[config.mk]
export PLATFORM = sky130hd
export DESIGN_NAME = pam4_tx_ffe
export DESIGN_NICKNAME = d
export VERILOG_FILES = /design/src/rtl/pam4_tx_ffe.sv
export SDC_FILE = /design/constraint.sdc
export NUM_CORES = 1
export LEC_CHECK = 0
export BUFFER_PORTS_ARGS = -buffer_cell sky130_fd_sc_hd__buf_4
export CAP_MARGIN = 5
export CORE_MARGIN = 2
export CORE_UTILIZATION = 44
export CTS_CLUSTER_SIZE = 14
export DETAILED_ROUTE_END_ITERATION = 10
export HOLD_SLACK_MARGIN = 0.06
export PLACE_DENSITY = 0.68
export REMOVE_ABC_BUFFERS = 1
export SKIP_LAST_GASP = 1
export SLEW_MARGIN = 20
export SYNTH_ARGS = -nofsm -noshare
export SYNTH_HDL_FRONTEND = slang
export SYNTH_SLANG_ARGS = --single-unit
[constraint.sdc]
create_clock -name clk -period 10.6 [get_ports clk]
set_input_delay 0.53 -clock clk [delete_from_list [all_inputs] [get_ports clk]]
set_output_delay 0.53 -clock clk [all_outputs]
set_load 0.05 [all_outputs]
[src/rtl/pam4_tx_ffe.sv]
// PAM4 transmit FFE: Gray-index to level map, programmable pre/main/post FIR, saturated output.
// Build option: define PAM4_TX_FFE_PRECURSOR_EN for the 3-tap form; otherwise main/post only.
module pam4_tx_ffe #(
  parameter int COEF_W   = 8,
  parameter int OUT_W    = 10,
  parameter int MAIN_RST = 64
) (
  input  logic                clk,
  input  logic                rstn,
  input  logic [1:0]          symbol_in,
  input  logic                symbol_in_valid,
  input  logic [COEF_W-1:0]   coef_pre,
  input  logic [COEF_W-1:0]   coef_main,
  input  logic [COEF_W-1:0]   coef_post,
  input  logic                coef_load,
  output logic                coef_pending,
  output logic [OUT_W-1:0]    sample_out,
  output logic                sample_out_valid,
  output logic                sat
);

  localparam int PROD_W = COEF_W + 2;
`ifdef PAM4_TX_FFE_PRECURSOR_EN
  localparam int SUM_W  = COEF_W + 4;
`else
  localparam int SUM_W  = COEF_W + 3;
`endif
  localparam int EXT_W  = ((SUM_W > OUT_W) ? SUM_W : OUT_W) + 1;

  localparam logic [COEF_W-1:0]        MAIN_RST_C = COEF_W'(MAIN_RST);
  localparam logic signed [EXT_W-1:0]  SAT_MAX = {{(EXT_W-OUT_W+1){1'b0}}, {(OUT_W-1){1'b1}}};
  localparam logic signed [EXT_W-1:0]  SAT_MIN = {{(EXT_W-OUT_W+1){1'b1}}, {(OUT_W-1){1'b0}}};

  // Levels only reach +/-3, so COEF_W+2 bits always hold the exact product.
  function automatic logic signed [PROD_W-1:0] tap_mul(input logic [COEF_W-1:0] c,
                                                       input logic signed [2:0] l);
    logic signed [PROD_W-1:0] c_ext;
    logic signed [PROD_W-1:0] l_ext;
    c_ext = {{2{c[COEF_W-1]}}, c};
    l_ext = {{(PROD_W-3){l[2]}}, l};
    return c_ext * l_ext;
  endfunction

  function automatic logic signed [SUM_W-1:0] to_sum(input logic signed [PROD_W-1:0] p);
    return {{(SUM_W-PROD_W){p[PROD_W-1]}}, p};
  endfunction

  logic signed [2:0]        w_x;
  logic signed [2:0]        r_d1;
  logic [COEF_W-1:0]        r_c_main;
  logic [COEF_W-1:0]        r_c_post;
  logic [COEF_W-1:0]        r_s_main;
  logic [COEF_W-1:0]        r_s_post;
  logic                     r_pending;
  logic [OUT_W-1:0]         r_sample;
  logic                     r_valid;
  logic                     r_sat;
  logic signed [SUM_W-1:0]  w_sum;
  logic signed [EXT_W-1:0]  w_sum_ext;
  logic                     w_hi;
  logic                     w_lo;
  logic [OUT_W-1:0]         w_clip;

`ifdef PAM4_TX_FFE_PRECURSOR_EN
  logic signed [2:0]        r_d2;
  logic [COEF_W-1:0]        r_c_pre;
  logic [COEF_W-1:0]        r_s_pre;
`else
  logic                     w_unused_pre;
  assign w_unused_pre = ^coef_pre;
`endif

  // 2*idx-3 in 3-bit two's complement is {~idx[1], idx[0], 1}.
  assign w_x = {~symbol_in[1], symbol_in[0], 1'b1};

`ifdef PAM4_TX_FFE_PRECURSOR_EN
  assign w_sum = to_sum(tap_mul(r_c_pre, w_x)) + to_sum(tap_mul(r_c_main, r_d1))
               + to_sum(tap_mul(r_c_post, r_d2));
`else
  assign w_sum = to_sum(tap_mul(r_c_main, w_x)) + to_sum(tap_mul(r_c_post, r_d1));
`endif

  assign w_sum_ext = {{(EXT_W-SUM_W){w_sum[SUM_W-1]}}, w_sum};
  assign w_hi      = (w_sum_ext > SAT_MAX);
  assign w_lo      = (w_sum_ext < SAT_MIN);

  always_comb begin
    w_clip = w_sum_ext[OUT_W-1:0];
    if (w_hi) begin
      w_clip = SAT_MAX[OUT_W-1:0];
    end else if (w_lo) begin
      w_clip = SAT_MIN[OUT_W-1:0];
    end
  end

  always_ff @(posedge clk) begin
    if (!rstn) begin
      r_d1     <= '0;
`ifdef PAM4_TX_FFE_PRECURSOR_EN
      r_d2     <= '0;
`endif
      r_sample <= '0;
      r_valid  <= 1'b0;
      r_sat    <= 1'b0;
    end else begin
      r_valid <= symbol_in_valid;
      if (symbol_in_valid) begin
        r_sample <= w_clip;
        r_sat    <= w_hi | w_lo;
        r_d1     <= w_x;
`ifdef PAM4_TX_FFE_PRECURSOR_EN
        r_d2     <= r_d1;
`endif
      end
    end
  end

  // Shadow taps go live on the edge of the first valid after the load, so that
  // symbol still sees the old taps; a load in the same cycle refills the shadow.
  always_ff @(posedge clk) begin
    if (!rstn) begin
      r_c_main  <= MAIN_RST_C;
      r_c_post  <= '0;
      r_s_main  <= MAIN_RST_C;
      r_s_post  <= '0;
`ifdef PAM4_TX_FFE_PRECURSOR_EN
      r_c_pre   <= '0;
      r_s_pre   <= '0;
`endif
      r_pending <= 1'b0;
    end else begin
      if (symbol_in_valid && r_pending) begin
        r_c_main <= r_s_main;
        r_c_post <= r_s_post;
`ifdef PAM4_TX_FFE_PRECURSOR_EN
        r_c_pre  <= r_s_pre;
`endif
      end
      if (coef_load) begin
        r_s_main  <= coef_main;
        r_s_post  <= coef_post;
`ifdef PAM4_TX_FFE_PRECURSOR_EN
        r_s_pre   <= coef_pre;
`endif
        r_pending <= 1'b1;
      end else if (symbol_in_valid) begin
        r_pending <= 1'b0;
      end
    end
  end

  assign coef_pending     = r_pending;
  assign sample_out       = r_sample;
  assign sample_out_valid = r_valid;
  assign sat              = r_sat;

endmodule

Word level (Yosys, flattened, before mapping)
Index checks and enable logic that the tools add are counted.
- word-level logic and storage cells: 22
- register bits after elaboration: 48
- output and inout port bits: 13
- bitwise operators: 2
- order comparisons: 2
- multipliers: 2
- multiplexer cells: 4
- reduce and logical (&&, ||, !) cells: 2
- $add $sub $neg: 1
- operators by type and width (operator ; number):
    multiplier 8 x 3 -> 10 bit ; 2
    two-way mux 10 bit ; 2
    adder 10 x 10 -> 11 bit ; 1
    > comparator 11 x 10 -> 1 bit (second input constant) ; 1
    less-than comparator 11 x 10 -> 1 bit (second input constant) ; 1
    two-way mux 1 bit ; 2
    nonzero test 2 bit ; 1
    logical AND 1 bit ; 1
    inverter 1 bit ; 1
    OR 1 bit ; 1

Depth between registers and ports, before layout
- word-level depth: 6
- depth in mapped cells: 19

Worst setup path after synthesis
Ideal clock, no wire load.
- kind: input to register
- start point: input port symbol_in[1]
- end point: register r_sample[2] (netlist: sample_out[2])
- setup time: 136 ps
- stages on the path: 19
- arrival time: 4294 ps
- buffers on the path: 1
- slack: 6170 ps
- cells stage by stage: clkbuf_1 > or2_2 > fa_1 > fa_1 > inv_1 > ha_1 > fa_1 > a21oi_1 > nor2_1 > nor2_1 > o21bai_1 > a21oi_1 > xnor2_1 > ha_1 > inv_1 > a2111o_1 > o2bb2ai_2 > maj3_2 > a21oi_2
- word-level cells in the longest chain between the ends: 6
- RTL lines (item ; line ; RTL):
    start, declared ; 10 ; input logic [1:0] symbol_in,
    inverter 1 bit (*) ; 74 ; assign w_x = {~symbol_in[1], symbol_in[0], 1'b1};
    multiplier 8 x 3 -> 10 bit (*) ; 41 ; return c_ext * l_ext;
    adder 10 x 10 -> 11 bit (*) ; 80 ; assign w_sum = to_sum(tap_mul(r_c_main, w_x)) + to_sum(tap_mul(r_c_post, r_d1));
    less-than comparator 11 x 10 -> 1 bit ; 85 ; assign w_lo = (w_sum_ext < SAT_MIN);
    two-way mux 10 bit ; 91 ; end else if (w_lo) begin
    two-way mux 10 bit (*) ; 89 ; if (w_hi) begin
    end signal, assigned ; 108 ; r_sample <= w_clip;
    end, declared ; 55 ; logic [OUT_W-1:0] r_sample;
Every way passes the cells marked *; elsewhere a longest branch is shown, timed or not.
A chain may end at the register's enable or synchronous reset.

Final worst setup path
- start point: register r_d1[2]
- end point: register r_sample[1] (netlist: sample_out[1])
- word-level cells in the longest chain between the ends: 5
- RTL lines (item ; line ; RTL):
    start, declared ; 49 ; logic signed [2:0] r_d1;
    start signal, assigned ; 110 ; r_d1 <= w_x;
    multiplier 8 x 3 -> 10 bit (*) ; 41 ;
    adder 10 x 10 -> 11 bit (*) ; 80 ;
    less-than comparator 11 x 10 -> 1 bit ; 85 ;
    two-way mux 10 bit ; 91 ;
    two-way mux 10 bit (*) ; 89 ;
Marks and branches as above.

==> impl_metrics.yaml <==
finish:
  utilization_pct: 51.4
  drive_above_1_share_pct: 14.7
  n_antenna_cell: 0
  syn2layout_area_growth_pct: 12.4
  fin_area_sq_mm: 0.00401
  final_nets: 500
global_routing:
  grt_pass1_vias: 2597
  antenna_found_initial: 0
  grt_max_degree: 49
  grt_first_pass_wirelength_um: 11300
  grt_overflow: 0
  track_usage_pct: 15.7
hold_path:
  hold_depth: 3
  worstHoldStart: "coef_main[6]"
  hp-class: "in -> reg"
synthesis:
  synth_area_leaders: "dfxtp_1, ha_1, fa_1"
  synth_top_area_share_pct: 26.9
  synth-seq-area-share_pct: 26.9
  ys_types: 42
  ys_top_cells_by_count: "dfxtp_1, nand2_1, ha_1"
  yosysWarnings: 0
  netlist_area_sq_mm: 0.00357
  async_reset_ff_share_pct: 0
  yosysMostFrequentCell: "dfxtp_1"
  synth_top_cell_by_area: "dfxtp_1"
  synthFlopType: "dfxtp_1"
  synth_seq_cells: 48
  synthCells: 390
  synth_area_per_cell_sq_um: 9.15
  synth-edff-count: 0
setup_path:
  crit_chain: "inv_1 -> nor2_1 -> fa_1 -> ha_1 -> ha_1 -> a21o_1 -> a21oi_1 -> o21bai_1 -> a21oi_1 -> xnor2_1 -> ha_1 -> and3_1 -> and3_4 -> a211oi_4 -> xnor2_2 -> nor3b_1 -> o31a_1"
  ff2ff_setup_slack_ns: 6.04
  rr_startpoint: "r_d1[2]"
  required_ns: 10.81
  critPathTopFamily: "adder cells"
  path_max_fanout: 10
  critPathKind: "reg -> reg"
  critPathLaunchType: "flip-flop"
  max_stage_delay_ns: 0.42
  critPathMostFrequentCell: "ha_1"
  critPathCaptureType: "flip-flop"
  cp.depth: 17
  cp_slowest_cell: "fa_1"
  r2r_cells: 17
  cp-startpoint: "r_d1[2]"
  worst_ep_arrival_time_ns: 4.77
  path_buf_inv: 1
floorplanning:
  initial_utilization_pct: 45.7
  die-height_um: 94.1
  core_area_sq_mm: 0.00781
  die_x_um: 94.1
  io_pins: 43
  die_area_sq_mm: 0.00885
  num_rows: 32
drt:
  wl_per_cell_um: 12.1
  remaining_drc_errors: 0
  wirelength_um: 6280
  via_per_inst: 5.05
  ant_nets: 0
  drt_iter0_drc: 50
  drtPass1Iterations: 4
  vias: 2616
clock_tree:
  numCtsBuffers: 5
  post-cts-setup-buffers: 0
  htreeDepth: 2
  cts_tree: "done"
  cts_resized: 0
  insertion_delay_ns: 0.31
  cts_hold_buf: 0
  clock-sinks: 48
  cts_buffer_depth: 2
  clk_pin_slew_ns: 0.10
  root_buffer: "clkbuf_8"
sta:
  slew_violations: 0
  rsz0062_at_grt: "no"
  worst_pin_slew_ns: 0.528
  slew_headroom_pct: 64.6
  finalCritPeriodShare_pct: 43.0
  setup_viol: 0
  hold_viol: 0
  fin_worst_skew_ns: 0.00684
  max_clock_freq_mhz: 219
  hold-worst-slack_ns: 0.428
  period_minus_slack_ns: 4.56
  tns_ns: 0
pwr:
  peakVddDrop_mv: 0.0641
  powerDensity_mw_per_mm2: 139
  p_leak_nw: 1.82
placement:
  port-buffer-count: 34
  place_congestion: 0.854
  dpl_cell_area_sq_mm: 0.00389
  dp_hpwl_um: 4990
run_status:
  outcome: "completed"
job:
  maxCapViolations: 0
## stage by stage
stage	std cells	total power, mW	worst slack (ns)
global placement	510	0.415	5.86
CTS	518	0.563	5.98
detailed placement	510	0.418	5.80
global route	518	0.593	5.63
finish	518	0.556	6.04
floorplan	374	0.369	6.36
## tightest hold or removal path, delay by kind of cell
kind                   cells  cell delay, ns
buffers and inverters      1            0.08
and+or+nand+nor            1            0.06
muxes                      1            0.05
## logic make-up after synthesis
kind of cell    Yosys count  share of synthesized area (%)
simple gates            121                           16.8
fa+ha+maj                62                           25.5
buf+inv                  39                           4.10
mux                      18                           5.05
xor+xnor                 23                           5.85
flops                    48                           26.9
compound gates           79                           15.8
## layout make-up
cell class                      count  area, sq um
Clock buffer                        5         68.8
Clock inverter                      3         50.0
Fill cell                         760         3800
Inverter                           23         86.3
Multi-Input combinational cell    303         2460
Sequential cell                    48          961
Tap cell                          102          128
Timing Repair Buffer               34          255
## flip-flops by register name, indices dropped and copies added (netlist names)
| register | cells |
|---|---|
| coef_pending | 1 |
| r_c_main | 8 |
| r_c_post | 8 |
| r_d1 | 3 |
| r_s_main | 8 |
| r_s_post | 8 |
| sample_out | 10 |
| sample_out_valid | 1 |
| sat | 1 |
## placed cells by master (no fill, tap or decap), types with 7 or more instances in the layout
| master | Yosys | final |
|---|---|---|
| nor2_1 | 20 | 20 |
| fa_1 | 19 | 19 |
| o21ai_0 | 14 | 14 |
| a21oi_1 | 13 | 13 |
| inv_1 | 23 | 23 |
| nand2_1 | 42 | 42 |
| xnor2_1 | 17 | 17 |
| mux2i_1 | 18 | 18 |
| dfxtp_1 | 48 | 48 |
| and2_1 | 23 | 23 |
| a21o_1 | 7 | 7 |
| ha_1 | 36 | 36 |
| nor2b_1 | 21 | 21 |
| maj3_2 | 7 | 7 |
| a21boi_0 | 15 | 15 |
| a21oi_2 | 7 | 7 |
| buf_4 | 0 | 34 |
## layer usage
| layer | GRT usage [%] | part of all wire, % | up-vias | routed length, um |
|---|---|---|---|---|
| li1 | - | - | 1364 | - |
| met5 | 0 | 0 | - | 0 |
| met2 | 27.9 | 48 | 51 | 3040 |
| met3 | 3.13 | 3.3 | 5 | 206 |
| met4 | 3.26 | 0.97 | 0 | 61 |
| met1 | 19.8 | 47 | 1196 | 2970 |
## final timing paths
path / end
min reg2reg: r_c_main[4]
max reg2reg: sample_out[1]
max: sample_out[1]
min: r_s_main[6]
## power by group
group	switching, mW	internal (mW)	total (mW)
clock	0.0706	0.0729	0.143
combinational	0.120	0.0897	0.210
sequential	0.00843	0.194	0.203
total	0.199	0.357	0.556
Power figures use the tool's default switching activity.
